File: config.mk
export PLATFORM = sky130hd
export DESIGN_NAME = spi_sram_line_buffer_flat
export DESIGN_NICKNAME = d
export VERILOG_FILES = /design/src/rtl/spi_sram_line_buffer_pkg.sv /design/src/rtl/spi_sram_line_buffer_if.sv /design/src/rtl/spi_sram_line_buffer.sv /design/src/flat_wrapper.sv
export SDC_FILE = /design/constraint.sdc
export NUM_CORES = 1
export LEC_CHECK = 0
export BUFFER_PORTS_ARGS = -buffer_cell sky130_fd_sc_hd__buf_4
export CAP_MARGIN = 25
export CORE_UTILIZATION = 44
export CTS_CLUSTER_SIZE = 24
export DETAILED_ROUTE_END_ITERATION = 10
export REMOVE_ABC_BUFFERS = 1
export SLEW_MARGIN = 20
export SYNTH_ARGS = -nofsm -noshare
export SYNTH_HDL_FRONTEND = slang
export SYNTH_SLANG_ARGS = --single-unit
File: constraint.sdc
create_clock -name clk -period 8.7 [get_ports clk]
set_clock_uncertainty 0.05 [all_clocks]
set_input_delay 1.74 -clock clk [delete_from_list [all_inputs] [get_ports clk]]
set_output_delay 1.74 -clock clk [all_outputs]
set_load 0.1 [all_outputs]
File: src/rtl/spi_sram_line_buffer_pkg.sv
// Shared types and constants for the SPI SRAM line buffer.
// Latency: none (declarations only).
// Backpressure: n/a.
package spi_sram_pkg;

  // Line buffer controller states.
  typedef enum logic [1:0] {
    IDLE  = 2'd0,
    FILL  = 2'd1,
    WRITE = 2'd2,
    WDONE = 2'd3
  } state_e;

  // spi_sram_master takes a 24-bit byte address.
  localparam int MEM_ADDR_W = 24;

  // Width of the byte-offset field inside a line; never narrower than one bit.
  function automatic int off_width(input int bytes);
    return (bytes <= 1) ? 1 : $clog2(bytes);
  endfunction

endpackage

File: src/rtl/spi_sram_line_buffer_if.sv
// Request/response bus between the line buffer and spi_sram_master.
// Latency: set by the slave; a request completes with a one-cycle mem_ready pulse.
// Backpressure: mem_en and the request fields are held until mem_ready.
// Ports (master = line buffer, slave = SPI SRAM side):
//   mem_addr, mem_en, mem_wr, mem_wdata : master -> slave
//   mem_rdata, mem_ready                : slave  -> master
interface spi_sram_line_buffer_if;
  logic [spi_sram_pkg::MEM_ADDR_W-1:0] mem_addr;
  logic                                mem_en;
  logic                                mem_wr;
  logic [7:0]                          mem_wdata;
  logic [7:0]                          mem_rdata;
  logic                                mem_ready;

  modport master (
    output mem_addr, mem_en, mem_wr, mem_wdata,
    input  mem_rdata, mem_ready
  );

  modport slave (
    input  mem_addr, mem_en, mem_wr, mem_wdata,
    output mem_rdata, mem_ready
  );
endinterface

File: src/rtl/spi_sram_line_buffer.sv
// One-line read buffer between the 6502 core bus and spi_sram_master; writes go through.
// Latency: read hit returns data one cycle after cpu_rdy; a miss fills the whole line first.
// Backpressure: cpu_rdy low stalls the core while a fill or write is on the serial link.
// Ports: clk, rst (async, active-high); cpu_addr/cpu_we/cpu_wdata in, cpu_rdata (registered)
//   and cpu_rdy (combinational) out; mem = spi_sram_line_buffer_if.master.
// Option SPI_SRAM_LINE_STATS_EN adds saturating hit_count/miss_count outputs.
module spi_sram_line_buffer
  import spi_sram_pkg::*;
#(
  parameter int LINE_BYTES = 4,
  parameter int ADDR_W     = 16
) (
  input  logic                          clk,
  input  logic                          rst,
  input  logic [ADDR_W-1:0]             cpu_addr,
  input  logic                          cpu_we,
  input  logic [7:0]                    cpu_wdata,
  output logic [7:0]                    cpu_rdata,
  output logic                          cpu_rdy,
`ifdef SPI_SRAM_LINE_STATS_EN
  output logic [15:0]                   hit_count,
  output logic [15:0]                   miss_count,
`endif
  spi_sram_line_buffer_if.master        mem
);

  localparam int OFF_W = off_width(LINE_BYTES);
  localparam int TAG_W = ADDR_W - OFF_W;
  localparam logic [OFF_W-1:0] LAST_IDX = OFF_W'(LINE_BYTES - 1);

  state_e                state_q, state_d;
  logic                  valid_q, valid_d;
  logic [TAG_W-1:0]      tag_q, tag_d;
  logic [7:0]            line_q [LINE_BYTES];
  logic [7:0]            line_d [LINE_BYTES];
  logic [OFF_W-1:0]      idx_q, idx_d;
  logic [7:0]            rdata_q, rdata_d;
  logic                  mem_en_q, mem_en_d;
  logic                  mem_wr_q, mem_wr_d;
  logic [MEM_ADDR_W-1:0] mem_addr_q, mem_addr_d;
  logic [7:0]            mem_wdata_q, mem_wdata_d;

  logic [OFF_W-1:0]      cpu_off;
  logic [TAG_W-1:0]      cpu_tag;
  logic                  hit;
  logic                  rd_accept;

  assign cpu_off = cpu_addr[OFF_W-1:0];
  assign cpu_tag = cpu_addr[ADDR_W-1:OFF_W];
  assign hit     = valid_q && (tag_q == cpu_tag);

  // rst gates cpu_rdy directly so the core never sees ready during reset.
  assign cpu_rdy   = !rst && ((state_q == IDLE && !cpu_we && hit) || state_q == WDONE);
  // Reads complete only from IDLE; the WDONE ready belongs to a write.
  assign rd_accept = (state_q == IDLE) && cpu_rdy && !cpu_we;

  assign cpu_rdata     = rdata_q;
  assign mem.mem_en    = mem_en_q;
  assign mem.mem_wr    = mem_wr_q;
  assign mem.mem_addr  = mem_addr_q;
  assign mem.mem_wdata = mem_wdata_q;

  always_comb begin
    state_d     = state_q;
    valid_d     = valid_q;
    tag_d       = tag_q;
    line_d      = line_q;
    idx_d       = idx_q;
    rdata_d     = rdata_q;
    mem_en_d    = mem_en_q;
    mem_wr_d    = mem_wr_q;
    mem_addr_d  = mem_addr_q;
    mem_wdata_d = mem_wdata_q;

    if (rd_accept) begin
      rdata_d = line_q[cpu_off];
    end

    case (state_q)
      IDLE: begin
        if (cpu_we) begin
          state_d     = WRITE;
          mem_en_d    = 1'b1;
          mem_wr_d    = 1'b1;
          mem_addr_d  = MEM_ADDR_W'(cpu_addr);
          mem_wdata_d = cpu_wdata;
          // Write-through: keep the buffered copy coherent on a hit, never allocate.
          if (hit) begin
            line_d[cpu_off] = cpu_wdata;
          end
        end else if (!hit) begin
          // The line is overwritten byte by byte, so it stops being valid now.
          state_d    = FILL;
          valid_d    = 1'b0;
          idx_d      = '0;
          mem_en_d   = 1'b1;
          mem_wr_d   = 1'b0;
          mem_addr_d = MEM_ADDR_W'({cpu_tag, {OFF_W{1'b0}}});
        end
      end
      FILL: begin
        if (mem.mem_ready) begin
          line_d[idx_q] = mem.mem_rdata;
          if (idx_q == LAST_IDX) begin
            valid_d  = 1'b1;
            tag_d    = mem_addr_q[ADDR_W-1:OFF_W];
            mem_en_d = 1'b0;
            state_d  = IDLE;
          end else begin
            // Offset bits never carry into the tag here, so +1 stays inside the line.
            idx_d      = idx_q + 1'b1;
            mem_addr_d = mem_addr_q + 1'b1;
          end
        end
      end
      WRITE: begin
        if (mem.mem_ready) begin
          mem_en_d = 1'b0;
          state_d  = WDONE;
        end
      end
      WDONE: begin
        state_d = IDLE;
      end
      default: begin
        state_d = IDLE;
      end
    endcase
  end

  always_ff @(posedge clk or posedge rst) begin
    if (rst) begin
      state_q     <= IDLE;
      valid_q     <= 1'b0;
      tag_q       <= '0;
      idx_q       <= '0;
      rdata_q     <= '0;
      mem_en_q    <= 1'b0;
      mem_wr_q    <= 1'b0;
      mem_addr_q  <= '0;
      mem_wdata_q <= '0;
      for (int i = 0; i < LINE_BYTES; i++) begin
        line_q[i] <= '0;
      end
    end else begin
      state_q     <= state_d;
      valid_q     <= valid_d;
      tag_q       <= tag_d;
      idx_q       <= idx_d;
      rdata_q     <= rdata_d;
      mem_en_q    <= mem_en_d;
      mem_wr_q    <= mem_wr_d;
      mem_addr_q  <= mem_addr_d;
      mem_wdata_q <= mem_wdata_d;
      line_q      <= line_d;
    end
  end

`ifdef SPI_SRAM_LINE_STATS_EN
  logic [15:0] hit_cnt_q, hit_cnt_d;
  logic [15:0] miss_cnt_q, miss_cnt_d;

  always_comb begin
    hit_cnt_d  = hit_cnt_q;
    miss_cnt_d = miss_cnt_q;
    if (rd_accept && hit_cnt_q != 16'hFFFF) begin
      hit_cnt_d = hit_cnt_q + 16'd1;
    end
    if (state_q == IDLE && state_d == FILL && miss_cnt_q != 16'hFFFF) begin
      miss_cnt_d = miss_cnt_q + 16'd1;
    end
  end

  always_ff @(posedge clk or posedge rst) begin
    if (rst) begin
      hit_cnt_q  <= '0;
      miss_cnt_q <= '0;
    end else begin
      hit_cnt_q  <= hit_cnt_d;
      miss_cnt_q <= miss_cnt_d;
    end
  end

  assign hit_count  = hit_cnt_q;
  assign miss_count = miss_cnt_q;
`endif

endmodule

File: src/flat_wrapper.sv
// flat-port wrapper written by rule: the top's interface ports become plain ports
module spi_sram_line_buffer_flat import spi_sram_pkg::*;
#(
  parameter int LINE_BYTES = 4,
  parameter int ADDR_W     = 16
)
  (clk, rst, cpu_addr, cpu_we, cpu_wdata, cpu_rdata, cpu_rdy, mem_mem_addr, mem_mem_en, mem_mem_wr, mem_mem_wdata, mem_mem_rdata, mem_mem_ready);
  spi_sram_line_buffer_if mem_i ();
  input  logic clk;
  input  logic rst;
  input  logic [ADDR_W-1:0] cpu_addr;
  input  logic cpu_we;
  input  logic [7:0] cpu_wdata;
  output logic [7:0] cpu_rdata;
  output logic cpu_rdy;
  output wire logic [$bits(mem_i.mem_addr)-1:0] mem_mem_addr;
  output wire logic [$bits(mem_i.mem_en)-1:0] mem_mem_en;
  output wire logic [$bits(mem_i.mem_wr)-1:0] mem_mem_wr;
  output wire logic [$bits(mem_i.mem_wdata)-1:0] mem_mem_wdata;
  input wire logic [$bits(mem_i.mem_rdata)-1:0] mem_mem_rdata;
  input wire logic [$bits(mem_i.mem_ready)-1:0] mem_mem_ready;
  assign mem_mem_addr = mem_i.mem_addr;
  assign mem_mem_en = mem_i.mem_en;
  assign mem_mem_wr = mem_i.mem_wr;
  assign mem_mem_wdata = mem_i.mem_wdata;
  assign mem_i.mem_rdata = mem_mem_rdata;
  assign mem_i.mem_ready = mem_mem_ready;
  spi_sram_line_buffer #(.LINE_BYTES(LINE_BYTES), .ADDR_W(ADDR_W)) u_core (.clk(clk), .rst(rst), .cpu_addr(cpu_addr), .cpu_we(cpu_we), .cpu_wdata(cpu_wdata), .cpu_rdata(cpu_rdata), .cpu_rdy(cpu_rdy), .mem(mem_i));
endmodule
==> metrics <==
Primary FF master, synth dfrtp_1; register bit total from synthesis 93; drt pass-1 iters 5; CP max stage delay 0.39 ns; DP Area 6050 sq um; met2 global-route usage 37.0%; CTS tree yes; vias in the first global route 4353; CP required 6.91 ns; # Post-CTS Setup Buffers 0; first-pass GRT wire length 23.2 mm; placer congestion estimate 0.835; CP Capture Type primary output; Clk Latency, worst-skew pair 0.35 ns; Worst path top cell family by delay buffers and inverters; Crit Path Max Fanout 34; Std-Cell Rows 40; synth unique cells 57; post-route setup slack 3.44 ns; Tmin final 5.26 ns; critical path class input pin to primary output; hold bufs inserted after CTS 0; clk sink count 93; Max clock buf depth 2; I/O pins 79; Syn Area/Cell 10.3 sq um; DRC viols 0; DP Worst Slack 3.47 ns; PortBufs 78; max cap viols 0; P&R area growth vs syn 17.8%; # diodes 0; Rel. slew slack 37.6%; EDFF count, synth 0; status finished clean; routed wire length 14.4 mm; Die Span X 113 microns; Worst EP arrival 3.47 ns; routing usage on met1 33.1%; crit share post-route 60.5%; antenna viol nets, final 0; Reg clk slew, reported paths 0.06 ns; clock root cell clkbuf_16; setup tns final 0 ns; die footprint 12700 sq um; Mapped Area 5380 sq um; Final setup viols 0; via/cell ratio 6.06; Die Height 113 microns; design area 6340 sq um; DRT iter0 DRCs 357; asr flop ratio synth 100%; total track usage 23.8%; Layout Cells excl Fill 739; share of cells above drive strength 1 29.2%; busiest grt layer met2; Worst path most repeated cell buf_4; Syn Inst Count 524; Slew Limit Fails 0; Vias 4478; Tot Pwr 2.55 mW; Post-DP HPWL 9.78 mm; CTS Buf Count 9; startpoint class of the critical path input pin; final design utilization 53.0%; worst hold-check path type register to register; Max Fclk 190 MHz; Hold Vio Cnt, Final 0; leak pwr 2.93 nW; unrepaired setup endpoints after global routing no; crit-path cells buf_4 -> xnor2_1 -> nand4_1 -> nor4_4 -> buf_4 -> a21oi_1 -> nor2_1 -> buf_4; initial core utilization 45.0%; H-Tree Depth 3; fin nets 634; YS warnings 0; largest net degree at the start of global routing 89; actual slew at the worst max-slew pin 0.934 ns; core area 12000 sq um; CP max-delay cell buf_4; grt total ovfl 0; count of cells resized by post-cts repair 0; WL/cell 19.5 microns; Buf+Inv Stages, Crit Path 3; peak supply drop 303 uV; GR Util met3 4.27%; Seq/Total Area, Yosys 43.3%; antenna violations before repair 0; Min Hold Slack 0.444 ns; P per Cell Area 403 nW/um^2; dpl cells 723
## tightest hold or removal path: stages, from the launching register on
cell	delay [ns]
dfrtp_1	0.34
nand2_1	0.05
o21ai_0	0.07
## area by class of cell
class | instances | area [sq um]
clock buffer | 15 | 258
clock inverter | 1 | 30.0
fill | 1079 | 5620
inverter | 23 | 88.8
multi-input combinational | 377 | 2830
sequential | 93 | 2330
tap | 147 | 184
timing repair buffer | 83 | 623
## cell usage in the layout (no fill, tap or decap), types with 11 or more instances in the layout
cell and n:
dfrtp_1 93, buf_4 83, mux2_2 56, nand2_1 48, o21ai_0 48, nand3_1 27
inv_1 22, a21oi_1 15, xnor2_1 14, nor2_1 11
## cell families (layout without fill, tap and decap cells)
kind of cell             after synthesis  after routing  synth area share, %
buffers and inverters                 54            122                 4.21
multiplexers                          66             66                 15.4
flip-flops                            93             93                 43.3
AO/OA/AOI/OAI                        140            140                 18.0
AND/OR/NAND/NOR                      146            146                 14.3
adder cells (fa/ha/maj)               11             11                 2.56
XOR/XNOR                              14             14                 2.28
## synthesized netlist by cell type (6+ instances only)
cell,n,area (sq um)
dfrtp_1,93,2330
inv_1,23,86.3
a21oi_1,15,75.1
and3_1,10,62.6
o21ai_0,48,240
a2bb2oi_1,10,87.6
nand3_1,27,135
xnor2_1,14,123
nand2b_1,9,56.3
a211o_1,10,87.6
ha_1,11,138
mux4_2,8,180
o22ai_1,7,43.8
nor2_1,11,41.3
a31oi_1,6,37.5
mux2_2,56,631
a2111oi_0,6,52.6
clkbuf_1,18,67.6
nor3_1,7,35.0
nand2_1,48,180
nand4_1,10,62.6
## power by group
part           total [mW]  switching (mW)  leakage, nW  internal [mW]
clock network       0.394           0.162        0.138          0.232
registers           0.735           0.134         1.20          0.600
logic                1.42            1.00         1.60          0.420
total                2.55            1.30         2.93           1.25
## worst paths after layout
check / start / endpoint / slack, ns / cells past startpoint
setup / recovery: cpu_addr[6] / cpu_rdy / 3.44 / 8
hold / removal: u_core.mem.mem_wdata[0] / u_core.mem.mem_wdata[0] / 0.44 / 2
setup reg to reg: u_core.state_q[1] / u_core.mem.mem_addr[23] / 5.58 / 7
hold reg to reg: u_core.mem.mem_wdata[0] / u_core.mem.mem_wdata[0] / 0.44 / 2
max in group asynchronous: rst / u_core.cpu_rdata[7] / 6.07 / 3
min in group asynchronous: rst / u_core.mem.mem_wr / 1.34 / 2
## layer usage
layer / up-vias / wire (microns)
met2: 145 / 6760
met1: 2235 / 6660
li1: 2080 / -
met3: 18 / 744
met5: - / 0
met4: 0 / 225
## state kept, by name (all words and copies together) (netlist names)
| register | count |
|---|---|
| u_core.mem.mem_wr | 1 |
| u_core.mem.mem_en | 1 |
| u_core.cpu_rdata | 8 |
| u_core.mem.mem_wdata | 8 |
| u_core.valid_q | 1 |
| u_core.idx_q | 2 |
| u_core.state_q | 2 |
| u_core.line_q | 32 |
| u_core.mem.mem_addr | 24 |
| u_core.tag_q | 14 |
(Power assumes the default switching activity.)
